[config.mk]
export PLATFORM = sky130hd
export DESIGN_NAME = dmem_arbiter
export DESIGN_NICKNAME = d
export VERILOG_FILES = /design/src/rtl/arb_pkg.sv /design/src/rtl/dmem_arbiter_rr_pick.sv /design/src/rtl/dmem_arbiter.sv
export SDC_FILE = /design/constraint.sdc
export NUM_CORES = 1
export LEC_CHECK = 0
export ABC_AREA = 1
export BUFFER_PORTS_ARGS = -buffer_cell sky130_fd_sc_hd__buf_2
export CAP_MARGIN = 10
export CORE_MARGIN = 4
export CORE_UTILIZATION = 47
export CTS_BUF_LIST = sky130_fd_sc_hd__clkbuf_8 sky130_fd_sc_hd__clkbuf_16
export CTS_CLUSTER_SIZE = 10
export DETAILED_ROUTE_END_ITERATION = 16
export PLACE_DENSITY = 0.91
export SLEW_MARGIN = 5
export SYNTH_ARGS = -nofsm -noshare
export SYNTH_HDL_FRONTEND = slang
export SYNTH_HIERARCHICAL = 1
export SYNTH_SLANG_ARGS = --single-unit
[constraint.sdc]
create_clock -name clk -period 2.3 [get_ports clk]
set_input_delay 0.46 -clock clk [delete_from_list [all_inputs] [get_ports clk]]
set_output_delay 0.46 -clock clk [all_outputs]
set_load 0.005 [all_outputs]
[src/rtl/arb_pkg.sv]
// Shared types and defaults for the dmem arbiter.
package arb_pkg;
    typedef enum logic [1:0] {OWN_NONE, OWN_CORE, OWN_HOST} owner_t;
    localparam int MAX_BURST_DEF = 4;
endpackage

[src/rtl/dmem_arbiter_rr_pick.sv]
// Round-robin winner selection with a bounded burst for the owner.
module rr_pick
    import arb_pkg::*;
#(
    parameter int MAX_BURST = MAX_BURST_DEF
) (
    input  logic       c_req,
    input  logic       h_req,
    input  owner_t     owner,
    input  owner_t     last,
    input  logic [7:0] burst_cnt,
    output owner_t     win
);
    localparam logic [7:0] BURST_MAX = 8'(MAX_BURST);

    always_comb begin
        win = OWN_NONE;
        case ({c_req, h_req})
            2'b10: win = OWN_CORE;
            2'b01: win = OWN_HOST;
            2'b11: begin
                if (owner != OWN_NONE && burst_cnt < BURST_MAX)
                    win = owner;
                else
                    win = (last == OWN_CORE) ? OWN_HOST : OWN_CORE;
            end
            default: win = OWN_NONE;
        endcase
    end
endmodule

[src/rtl/dmem_arbiter.sv]
// Shares single-port dmem between core and host: grant, steering,
// read return and conflict counting.
module dmem_arbiter
    import arb_pkg::*;
#(
    parameter int AW        = 8,
    parameter int DW        = 8,
    parameter int MAX_BURST = MAX_BURST_DEF
) (
    input  logic          clk,
    input  logic          rst_n,
    input  logic          c_req,
    input  logic          c_we,
    input  logic [AW-1:0] c_addr,
    input  logic [DW-1:0] c_wdata,
    output logic          c_gnt,
    output logic          c_rvalid,
    output logic [DW-1:0] c_rdata,
    input  logic          h_req,
    input  logic          h_we,
    input  logic [AW-1:0] h_addr,
    input  logic [DW-1:0] h_wdata,
    output logic          h_gnt,
    output logic          h_rvalid,
    output logic [DW-1:0] h_rdata,
    output logic [AW-1:0] dm_addr,
    output logic [DW-1:0] dm_in,
    output logic          dm_we,
    input  logic [DW-1:0] dm_out,
    output logic [7:0]    conflict_cnt
);
    localparam logic [7:0] BURST_MAX = 8'(MAX_BURST);

    owner_t        owner;
    owner_t        last;
    owner_t        pick;
    owner_t        win;
    logic [7:0]    burst_cnt;
    logic          rd_c;
    logic          rd_h;
    logic [DW-1:0] c_hold;
    logic [DW-1:0] h_hold;

    rr_pick #(.MAX_BURST(MAX_BURST)) u_pick (
        .c_req     (c_req),
        .h_req     (h_req),
        .owner     (owner),
        .last      (last),
        .burst_cnt (burst_cnt),
        .win       (pick)
    );

    // Reset masks the grant so no write can reach memory in a reset cycle.
    assign win   = rst_n ? pick : OWN_NONE;
    assign c_gnt = (win == OWN_CORE);
    assign h_gnt = (win == OWN_HOST);

    always_comb begin
        dm_addr = '0;
        dm_in   = '0;
        dm_we   = 1'b0;
        if (c_gnt) begin
            dm_addr = c_addr;
            dm_in   = c_wdata;
            dm_we   = c_we;
        end else if (h_gnt) begin
            dm_addr = h_addr;
            dm_in   = h_wdata;
            dm_we   = h_we;
        end
    end

    // Read data passes through in its return cycle, then is held.
    assign c_rvalid = rd_c & rst_n;
    assign h_rvalid = rd_h & rst_n;
    assign c_rdata  = c_rvalid ? dm_out : c_hold;
    assign h_rdata  = h_rvalid ? dm_out : h_hold;

    always_ff @(posedge clk) begin
        if (!rst_n) begin
            owner        <= OWN_NONE;
            last         <= OWN_HOST;
            burst_cnt    <= 8'd0;
            rd_c         <= 1'b0;
            rd_h         <= 1'b0;
            c_hold       <= '0;
            h_hold       <= '0;
            conflict_cnt <= 8'd0;
        end else begin
            if (win == OWN_NONE) begin
                owner <= OWN_NONE;
            end else begin
                owner <= win;
                last  <= win;
                if (win != owner)
                    burst_cnt <= 8'd1;
                else if (burst_cnt < BURST_MAX)
                    burst_cnt <= burst_cnt + 8'd1;
            end
            rd_c <= c_gnt & ~c_we;
            rd_h <= h_gnt & ~h_we;
            if (rd_c)
                c_hold <= dm_out;
            if (rd_h)
                h_hold <= dm_out;
            if (c_req && h_req && conflict_cnt != 8'hFF)
                conflict_cnt <= conflict_cnt + 8'd1;
        end
    end
endmodule

==> results.yml, run 1 <==
clock_network:
  clk_pin_slew_ns: 0.08
  tritoncts: "built"
  cts_hold_buffers: 0
  cts_buffers: 5
  clock_latency_ns: 0.29
  cts_sinks: 38
  root_buffer: "clkbuf_8"
  cts_buffer_depth: 2
  h-tree-depth: 2
setup_path:
  worstPathArrival_ns: 1.94
  critPathMaxFanout: 7
  critPathKind: "reg -> out"
  critPathLaunchType: "register"
  cp-end-kind: "primary output"
  required_ns: 1.84
drt:
  wl_per_cell_um: 13.97
  drt_first_pass_iters: 4
  via_per_inst: 5.117
  wirelength_um: 6106
  drc: 0
  vias: 2236
  drtIter0Drc: 156
  detail-route-antenna-nets: 0
flow_run:
  cap_violations: 0
cells_and_area:
  fillers: 306
  area_delta_synth_final_pct: 42.61
  nets: 434
  n_antenna_cell: 0
  layout_commonest_cell: "buf_2"
  drive_gt1_share_pct: 40.83
  final_cell_mix: "90 x buf_2, 48 x nand2_1, 47 x inv_1"
global_routing:
  antenna_found_initial: 0
  grt_overflow: 0
  grtUsageTotal_pct: 20.91
  grt_max_degree: 26
  grt_pass1_wl_um: 9004
  grt_pass1_vias: 2055
floorplanning:
  die_y_um: 73.18
  die_w_um: 73.18
  die_area_um2: 5355
  initial_core_util_pct: 49.21
  rows: 23
  ios: 91
  core_um2: 4058
sta:
  timing.final.crit_period_ns: 2.398
  setup_violations: 17
  skew_ns: 0.003130
  hold_violations: 0
  tns_ns: -0.7967
  grt_setup_unrepaired: "true"
  fin_ws_ns: -0.09847
  worst_pin_slew_ns: 0.2357
  drv_slew: 0
  fin_crit_sh_pct: 104.3
  fmax_mhz: 416.9
  whs_ns: 0.3381
  timing.slew.headroom_pct: 84.27
yosys:
  synth_cells: 280
  syn-num-nets: 328
  yosysUniqueCellTypes: 29
  synth_top_area_share_pct: 38.10
  syn_area_um2: 1997
  ys_seq_area_share_pct: 38.10
  yosys_warnings: 6
  synth-seq-cells: 38
  synth_area_per_cell_um2: 7.132
  synth_area_leaders: "dfxtp_1 38%, nand2_1 10%, inv_1 9.6%, a22o_1 7.5%, o21ai_0 5.0%"
  synth_top_area_cell: "dfxtp_1"
hold_path:
  hp-class: "in -> reg"
power_and_ir_drop:
  powerDensity_nw_per_um2: 584.7
  p_int_mw: 1.267
  pwr-share-comb_pct: 16.2
  ir_drop_mv: 0.3682
  swShare_pct: 23.90
  power_switching_uw: 398.1
  p_leak_nw: 1.464
  sequentialPowerShare_pct: 41.5
  pwr-share-clk_pct: 42.3
place:
  gp_congestion: 0.7531
  port_buffers: 90
  post-dp-hpwl_um: 3985
status:
  status: "finished with violations"
  violations: "negative setup slack"
## per-layer routing
metal / vias to the layer above / GRT usage (%) / routed length [µm]
met5: - / 0 / 0
met4: 0 / 10.25 / 163
met3: 15 / 3.168 / 338
met2: 71 / 35.25 / 3078
met1: 1035 / 25.74 / 2526
li1: 1115 / - / -
## Yosys cell counts
cell      number
and2_1         1
nand2_2        7
nand2_4        2
clkbuf_1       1
nand3_2        2
buf_1          2
xnor2_1        2
nand3b_1       1
xor2_1         1
o21ai_0       20
dfxtp_1       38
buf_6          1
nand3_4        1
inv_1         51
nor2_4         2
nor2_2         2
or2_2          3
inv_2          1
a22o_1        17
a21oi_1        7
nand3_1       15
o22ai_1       16
nor3_1         2
buf_4          2
nand2_1       55
buf_2          4
nand4_1        1
ha_1           2
nor2_1        21
## cell families (layout without fill, tap and decap cells)
group | Yosys count | count (layout) | share of synthesized area (%)
and+or+nand+nor | 115 | 115 | 27.44
DFF | 38 | 38 | 38.10
xor gates and xnor gates | 3 | 3 | 1.316
buffers and inverters | 62 | 169 | 12.66
AOI/OAI and AO/OA | 60 | 60 | 19.24
adders and majority gates | 2 | 2 | 1.253
## power groups by stage
stage | clock network, mW | registers [mW] | logic [mW]
6_report | 0.705 | 0.690 | 0.270
3_5_place_dp | 0 | 0.704 | 0.225
3_3_place_gp | 0 | 0.703 | 0.218
2_1_floorplan | 0 | 0.702 | 0.132
4_1_cts | 0.708 | 0.689 | 0.251
5_1_grt | 0.734 | 0.692 | 0.293
## registers in the layout, summed over array words and instances, names as in the netlist
register	count
burst_cnt	8
c_hold	8
conflict_cnt	8
h_hold	8
last	2
owner	2
rd_c	1
rd_h	1
## critical path: stages, from the launching register on
cell	delay, ns
dfxtp_2	0.34
inv_1	0.05
nand2_1	0.09
nor2_4	0.13
nand2_2	0.08
nand2_2	0.08
nand3_2	0.07
nand2_2	0.11
nand2_4	0.08
nor2_4	0.18
clkbuf_16	0.18
a22o_1	0.15
buf_2	0.12
## stage by stage
step	cell area, µm²	instances	total power, mW	util (%)	worst slack, ns
floorplan	1997	280	0.8334	-	0.2816
global placement	2490	415	0.9209	61.36	0.02843
detailed placement	2490	415	0.9291	61.36	-0.02958
CTS	2750	431	1.649	67.78	0.001023
global route	2848	437	1.719	70.18	-0.1956
finish	2848	437	1.665	70.18	-0.09847
## final timing paths
kind | end | from | depth (start not counted) | slack [ns]
setup reg to reg | burst_cnt[1] | burst_cnt[2] | 16 | 0.36
hold / removal | rd_h | h_we | 2 | 0.34
setup / recovery | dm_addr[1] | burst_cnt[2] | 12 | -0.1
hold reg to reg | last[0] | last[0] | 2 | 0.45
## cell type report
| type | instances | area, µm² | area share (%) |
|---|---|---|---|
| clock buffers | 6 | 82.58 | 2.900 |
| clock inverters | 2 | 60.06 | 2.109 |
| inverters | 52 | 195.2 | 6.854 |
| multi-input cells | 180 | 1033 | 36.29 |
| flip-flops and latches | 38 | 770.7 | 27.07 |
| well taps | 50 | 62.56 | 2.197 |
| repair buffers | 109 | 643.1 | 22.58 |
## what timing repair did
item | CTS | global route
cloned | 0 | 1
setup endpoints to repair | 19 | 18
pin swaps | 5 | 7
endpoints found under the hold margin | 0 | 0
buffers inserted | 8 | 5
resized for setup | 12 | 16
No activity file was read; power rests on OpenSTA's default activity.
==> run 2: changes to the inputs <==
Settings changed: CORE_UTILIZATION 47 to 46, PLACE_DENSITY 0.91 to 0.9, SYNTH_HIERARCHICAL 1 to unset.
==> results.yml, run 2 <==
yosys:
  synth_top_area_share_pct: 39.63
  synthAdderAreaFrac_pct: 1.304
  yosys_warnings: 0
  yosys.area_share.simple_pct: 24.90
  synth_compound_area_share_pct: 21.90
  synth_cells: 251
  async_flop_share_pct: 0
  syn-num-nets: 299
  yosysUniqueCellTypes: 31
  synth_top_area_cell: "dfxtp_1"
  synth_xor_area_share_pct: 0.4563
  synth_top_flop_cell: "dfxtp_1"
  synth_area_leaders: "dfxtp_1 40%, a22o_1 7.8%, inv_1 7.6%, nand2_1 7.2%, o21ai_0 5.7%"
  synth.area.mux_share_pct: 0
  synth-seq-cells: 38
  synth_top_family_by_area: "simple AND/OR/NAND/NOR gates"
  synth-edff-count: 0
  yosysMostFrequentCell: "inv_1"
  ys_seq_area_share_pct: 39.63
  synth_area_per_cell_um2: 7.647
  synthTopCellsByCount: "39 x inv_1, 38 x dfxtp_1, 37 x nand2_1"
  syn_area_um2: 1919
setup_path:
  reg2reg_from: "burst_cnt[2]"
  reg2reg_to: "burst_cnt[1]"
  worstPathArrival_ns: 1.85
  cp-end-kind: "primary output"
  crit_slowest_cell: "dfxtp_2"
  critPathTopFamily: "simple AND/OR/NAND/NOR gates"
  required_ns: 1.84
  critPathLaunchType: "register"
  reg2reg_setup_slack_ns: 0.39
  reg2regPathDepth: 13
  crit_buf_inv: 3
  slowest_delay_ns: 0.34
  critPathMaxFanout: 18
  cp_cell_sequence: "nor2_4 -> nand3_2 -> nor2_1 -> nor2_1 -> nand2_2 -> nand3_4 -> inv_4 -> nor2_4 -> buf_12 -> a22o_1 -> buf_2"
  critPathKind: "reg -> out"
cells_and_area:
  fin_area_um2: 2735
  drive_gt1_share_pct: 43.06
  finalNonFillerCells: 410
  nets: 408
  regArea_um2: 769.5
  multiInputGateArea_um2: 993.5
  n_antenna_cell: 0
  area_delta_synth_final_pct: 42.50
  fillers: 338
  final_cell_mix: "90 x buf_2, 39 x inv_1, 36 x nand2_1"
  layout_commonest_cell: "buf_2"
place:
  gp_congestion: 0.8131
  placed_area_um2: 2396
  post-dp-hpwl_um: 3598
  port_buffers: 90
  placedCellCount: 384
clock_network:
  cts_buffer_depth: 2
  clock_latency_ns: 0.29
  tritoncts: "built"
  cts_buffers: 5
  clk_pin_slew_ns: 0.07
  root_buffer: "clkbuf_8"
  cts_hold_buffers: 0
  cts_sinks: 38
  h-tree-depth: 2
floorplanning:
  ios: 91
  core_um2: 4029
  die_area_um2: 5270
  initial_core_util_pct: 47.64
  die_w_um: 72.60
  rows: 23
  die_y_um: 72.60
sta:
  hold_violations: 0
  fmax_mhz: 433.0
  timing.slew.headroom_pct: 76.42
  grt_setup_unrepaired: "true"
  timing.final.crit_period_ns: 2.310
  whs_ns: 0.3495
  skew_ns: 0.005802
  worst_pin_slew_ns: 0.3528
  drv_slew: 0
  setup_violations: 1
  fin_crit_sh_pct: 100.4
  fin_ws_ns: -0.009684
power_and_ir_drop:
  p_int_mw: 1.175
  pwr-share-comb_pct: 19.4
  pwr-share-clk_pct: 36.5
  sequentialPowerShare_pct: 44.1
  powerDensity_nw_per_um2: 578.0
  swShare_pct: 25.68
  total_power_mw: 1.581
  p_leak_nw: 1.408
  ir_drop_mv: 0.2770
  power_switching_uw: 406.0
status:
  status: "finished with violations"
  violations: "negative setup slack"
hold_path:
  hold_path_depth: 2
  hp-class: "in -> reg"
  min_from: "c_we"
  min_to: "rd_c"
drt:
  wirelength_um: 5380
  detail-route-antenna-nets: 0
  drt_first_pass_iters: 5
  vias: 2093
  drc: 0
  via_per_inst: 5.105
  drtIter0Drc: 89
  wl_per_cell_um: 13.12
global_routing:
  grt_max_degree: 26
  grt_pass1_wl_um: 8487
  antenna_found_initial: 0
  grtUsageTotal_pct: 20.38
  grt_pass1_vias: 1978
  grt_overflow: 0
flow_run:
  cap_violations: 0
==> run 2: worst max-delay path by stage <==
stage	end	depth (start not counted)	from
2_1_floorplan	dm_addr[6]	11	burst_cnt[4]
3_3_place_gp	dm_we	9	h_req
3_5_place_dp	dm_in[0]	9	h_req
4_1_cts	dm_in[2]	10	burst_cnt[5]
5_1_grt	dm_addr[6]	11	burst_cnt[6]
6_report	dm_in[0]	11	burst_cnt[6]
==> run 2: power groups by stage <==
| stage | Combinational [mW] | Clock [mW] | Sequential (mW) |
|---|---|---|---|
| after floorplan | 0.159 | 0 | 0.708 |
| after global placement | 0.249 | 0 | 0.710 |
| after detailed placement | 0.255 | 0 | 0.711 |
| after CTS | 0.291 | 0.587 | 0.696 |
| after global routing | 0.337 | 0.625 | 0.699 |
| final | 0.307 | 0.577 | 0.697 |
==> run 2: repair_timing <==
| item | CTS | global route |
|---|---|---|
| pin swaps | 10 | 21 |
| endpoints found under the hold margin | 0 | 0 |
| gates resized for setup | 11 | 7 |
| endpoints found under the setup margin | 19 | 17 |
| buffers inserted | 9 | 15 |
| cloned | 3 | 0 |
==> run 2: logic make-up after synthesis <==
kind of cell | count (synthesis)
compound gates | 66
xor+xnor | 1
fa+ha+maj | 2
buf+inv | 54
flops | 38
simple gates | 90
==> run 2: worst register-to-register path: stages (launching register included) <==
cell	delay, ns
dfxtp_2	0.34
nor2_4	0.14
nand4_1	0.11
nand2_1	0.13
nand2_2	0.07
nand2_2	0.08
nand2_4	0.10
buf_4	0.15
buf_4	0.14
nand2_4	0.10
nand2_4	0.09
or2_1	0.24
nand3_2	0.08
nor2_2	0.04
==> run 2: routing by layer <==
metal	up-vias	wire length (µm)	share of wire [%]	GRT usage, %
met2	94	2678	50	35.77
met4	0	46	0.86	5.943
li1	1047	-	-	-
met5	-	0	0	0
met3	4	406	7.5	5.234
met1	948	2249	42	24.38
==> run 2: area by class of cell <==
| type | count | share of cell area [%] |
|---|---|---|
| Clock buffer | 6 | 3.019 |
| Clock inverter | 1 | 1.098 |
| Inverter | 44 | 6.404 |
| Tap cell | 50 | 2.287 |
| Timing Repair Buffer | 109 | 22.74 |
| Multi-Input combinational cell | 162 | 36.32 |
| Sequential cell | 38 | 28.13 |
==> run 2: stage by stage <==
step | utilization (%) | TNS (ns) | worst slack (ns)
after floorplan | - | 0 | 0.4310
after global placement | 59.47 | 0 | 0.2468
after detailed placement | 59.47 | 0 | 0.1765
after CTS | 66.21 | 0 | 0.0005213
after global routing | 67.89 | -1.870 | -0.1311
final | 67.89 | -0.009684 | -0.009684
==> run 3: changes to the inputs <==
Settings changed: CORE_ASPECT_RATIO set to 0.9.
==> results.yml, run 3 (synthesized netlist as in run 2, its figures left out) <==
status:
  status: "finished with violations"
  violations: "negative setup slack"
sta:
  timing.slew.headroom_pct: 84.17
  fin_ws_ns: -0.03543
  timing.final.crit_period_ns: 2.335
  drv_slew: 0
  setup_violations: 17
  hold_violations: 0
  worst_pin_slew_ns: 0.2374
  fin_crit_sh_pct: 101.5
  skew_ns: 0.005662
  fmax_mhz: 428.2
  grt_setup_unrepaired: "true"
clock_network:
  clock_latency_ns: 0.29
  root_buffer: "clkbuf_8"
  h-tree-depth: 2
  clk_pin_slew_ns: 0.07
  cts_sinks: 38
  cts_hold_buffers: 0
  cts_buffer_depth: 2
  cts_buffers: 5
  tritoncts: "built"
setup_path:
  crit_path_start: "burst_cnt[3]"
  reg2reg_setup_slack_ns: 0.52
  worstPathArrival_ns: 1.88
  critPathMaxFanout: 10
  reg2regPathDepth: 10
  critPathLaunchType: "register"
  reg2reg_from: "conflict_cnt[0]"
  reg2reg_to: "conflict_cnt[7]"
  required_ns: 1.84
  worstSetupEndpoint: "dm_addr[0]"
  critPathKind: "reg -> out"
  cp-end-kind: "primary output"
cells_and_area:
  nets: 404
  final_util_pct: 66.70
  n_antenna_cell: 0
  area_delta_synth_final_pct: 40.61
  layout_commonest_cell: "buf_2"
  fin_area_um2: 2699
  finalNonFillerCells: 404
  final_cell_mix: "90 x buf_2, 39 x inv_1, 36 x nand2_1"
  drive_gt1_share_pct: 41.57
power_and_ir_drop:
  pwr-share-comb_pct: 19.1
  ir_drop_mv: 0.2675
  pwr-share-clk_pct: 36.4
  powerDensity_nw_per_um2: 581.3
  sequentialPowerShare_pct: 44.5
  p_int_mw: 1.175
  power_switching_uw: 394.0
  p_leak_nw: 1.396
  total_power_mw: 1.569
  swShare_pct: 25.11
place:
  placed_area_um2: 2394
  gp_congestion: 0.7902
  placedCellCount: 382
  pre_cts_ws_ns: 0.1853
  post-dp-hpwl_um: 3782
  port_buffers: 90
global_routing:
  grt_overflow: 0
  antenna_found_initial: 0
  grt_pass1_wl_um: 8887
  grt_max_degree: 26
  grt_pass1_vias: 1980
  grtUsageTotal_pct: 20.31
floorplanning:
  rows: 22
  die_w_um: 76.09
  initial_core_util_pct: 47.43
  core_um2: 4046
  ios: 91
  die_area_um2: 5272
  die_y_um: 69.28
drt:
  drt_first_pass_iters: 4
  detail-route-antenna-nets: 0
  wirelength_um: 5302
  drtIter0Drc: 126
  via_per_inst: 5.099
  drc: 0
  wl_per_cell_um: 13.12
  vias: 2060
flow_run:
  cap_violations: 0
hold_path:
  hp-class: "in -> reg"
-- run 3: cell types whose count changed in the layout (fill, tap and decap cells not counted), sizes merged --
cell	previous run	this run
nor2	23	20
buf	109	108
-- run 3: power groups by stage --
| stage | Combinational, mW | Sequential [mW] | Clock, mW |
|---|---|---|---|
| 6_report | 0.300 | 0.698 | 0.572 |
| 5_1_grt | 0.332 | 0.700 | 0.616 |
| 4_1_cts | 0.291 | 0.697 | 0.582 |
| 3_5_place_dp | 0.258 | 0.712 | 0 |
| 3_3_place_gp | 0.250 | 0.710 | 0 |
| 2_1_floorplan | 0.159 | 0.708 | 0 |
-- run 3: how the worst min path moves through the flow --
stage / startpoint / endpoint / slack [ns] / cells after the start
after CTS: c_we / rd_c / 0.35 / 2
after floorplan: last[0] / last[0] / 0.42 / 2
after global routing: c_we / rd_c / 0.35 / 2
final: c_we / rd_c / 0.35 / 2
after global placement: last[0] / last[0] / 0.43 / 2
after detailed placement: last[0] / last[0] / 0.44 / 2
-- run 3: worst max-delay path, stage by stage, from the launching register on --
cell and delay, ns:
dfxtp_1 0.34, nor2_4 0.16, nand3_2 0.08, nor2_1 0.09
nor2_1 0.05, nand2_2 0.08, nand3_4 0.11, buf_12 0.15
nor2_8 0.14, buf_12 0.13, a22o_1 0.13, buf_2 0.11
-- run 3: timing repair --
| action | 4_1_cts | 5_1_grt |
|---|---|---|
| setup endpoints to repair | 17 | 18 |
| hold endpoints to repair | 0 | 0 |
| cloned | 1 | 0 |
| resized for setup | 12 | 3 |
| pin swaps | 7 | 3 |
| buffers inserted | 10 | 4 |
-- run 3: layout make-up --
type	count	area (µm²)
timing repair buffer	108	630.6
fill	338	1348
clock buffer	6	82.58
tap	48	60.06
clock inverter	1	30.03
sequential	38	765.7
inverter	44	170.2
multi-input combinational	159	959.7
-- run 3: stage by stage --
stage	hold WS (ns)	TNS (ns)
6_report	0.3541	-0.3716
5_1_grt	0.3523	-1.893
4_1_cts	0.3457	-0.3893
3_5_place_dp	0.4412	0
3_3_place_gp	0.4331	0
2_1_floorplan	0.4191	0
-- run 3: layer usage --
metal | track usage [%] | wire (µm)
met1 | 24.88 | 2159
met2 | 34.32 | 2616
met3 | 4.545 | 402
met4 | 8.155 | 125
met5 | 0 | 0
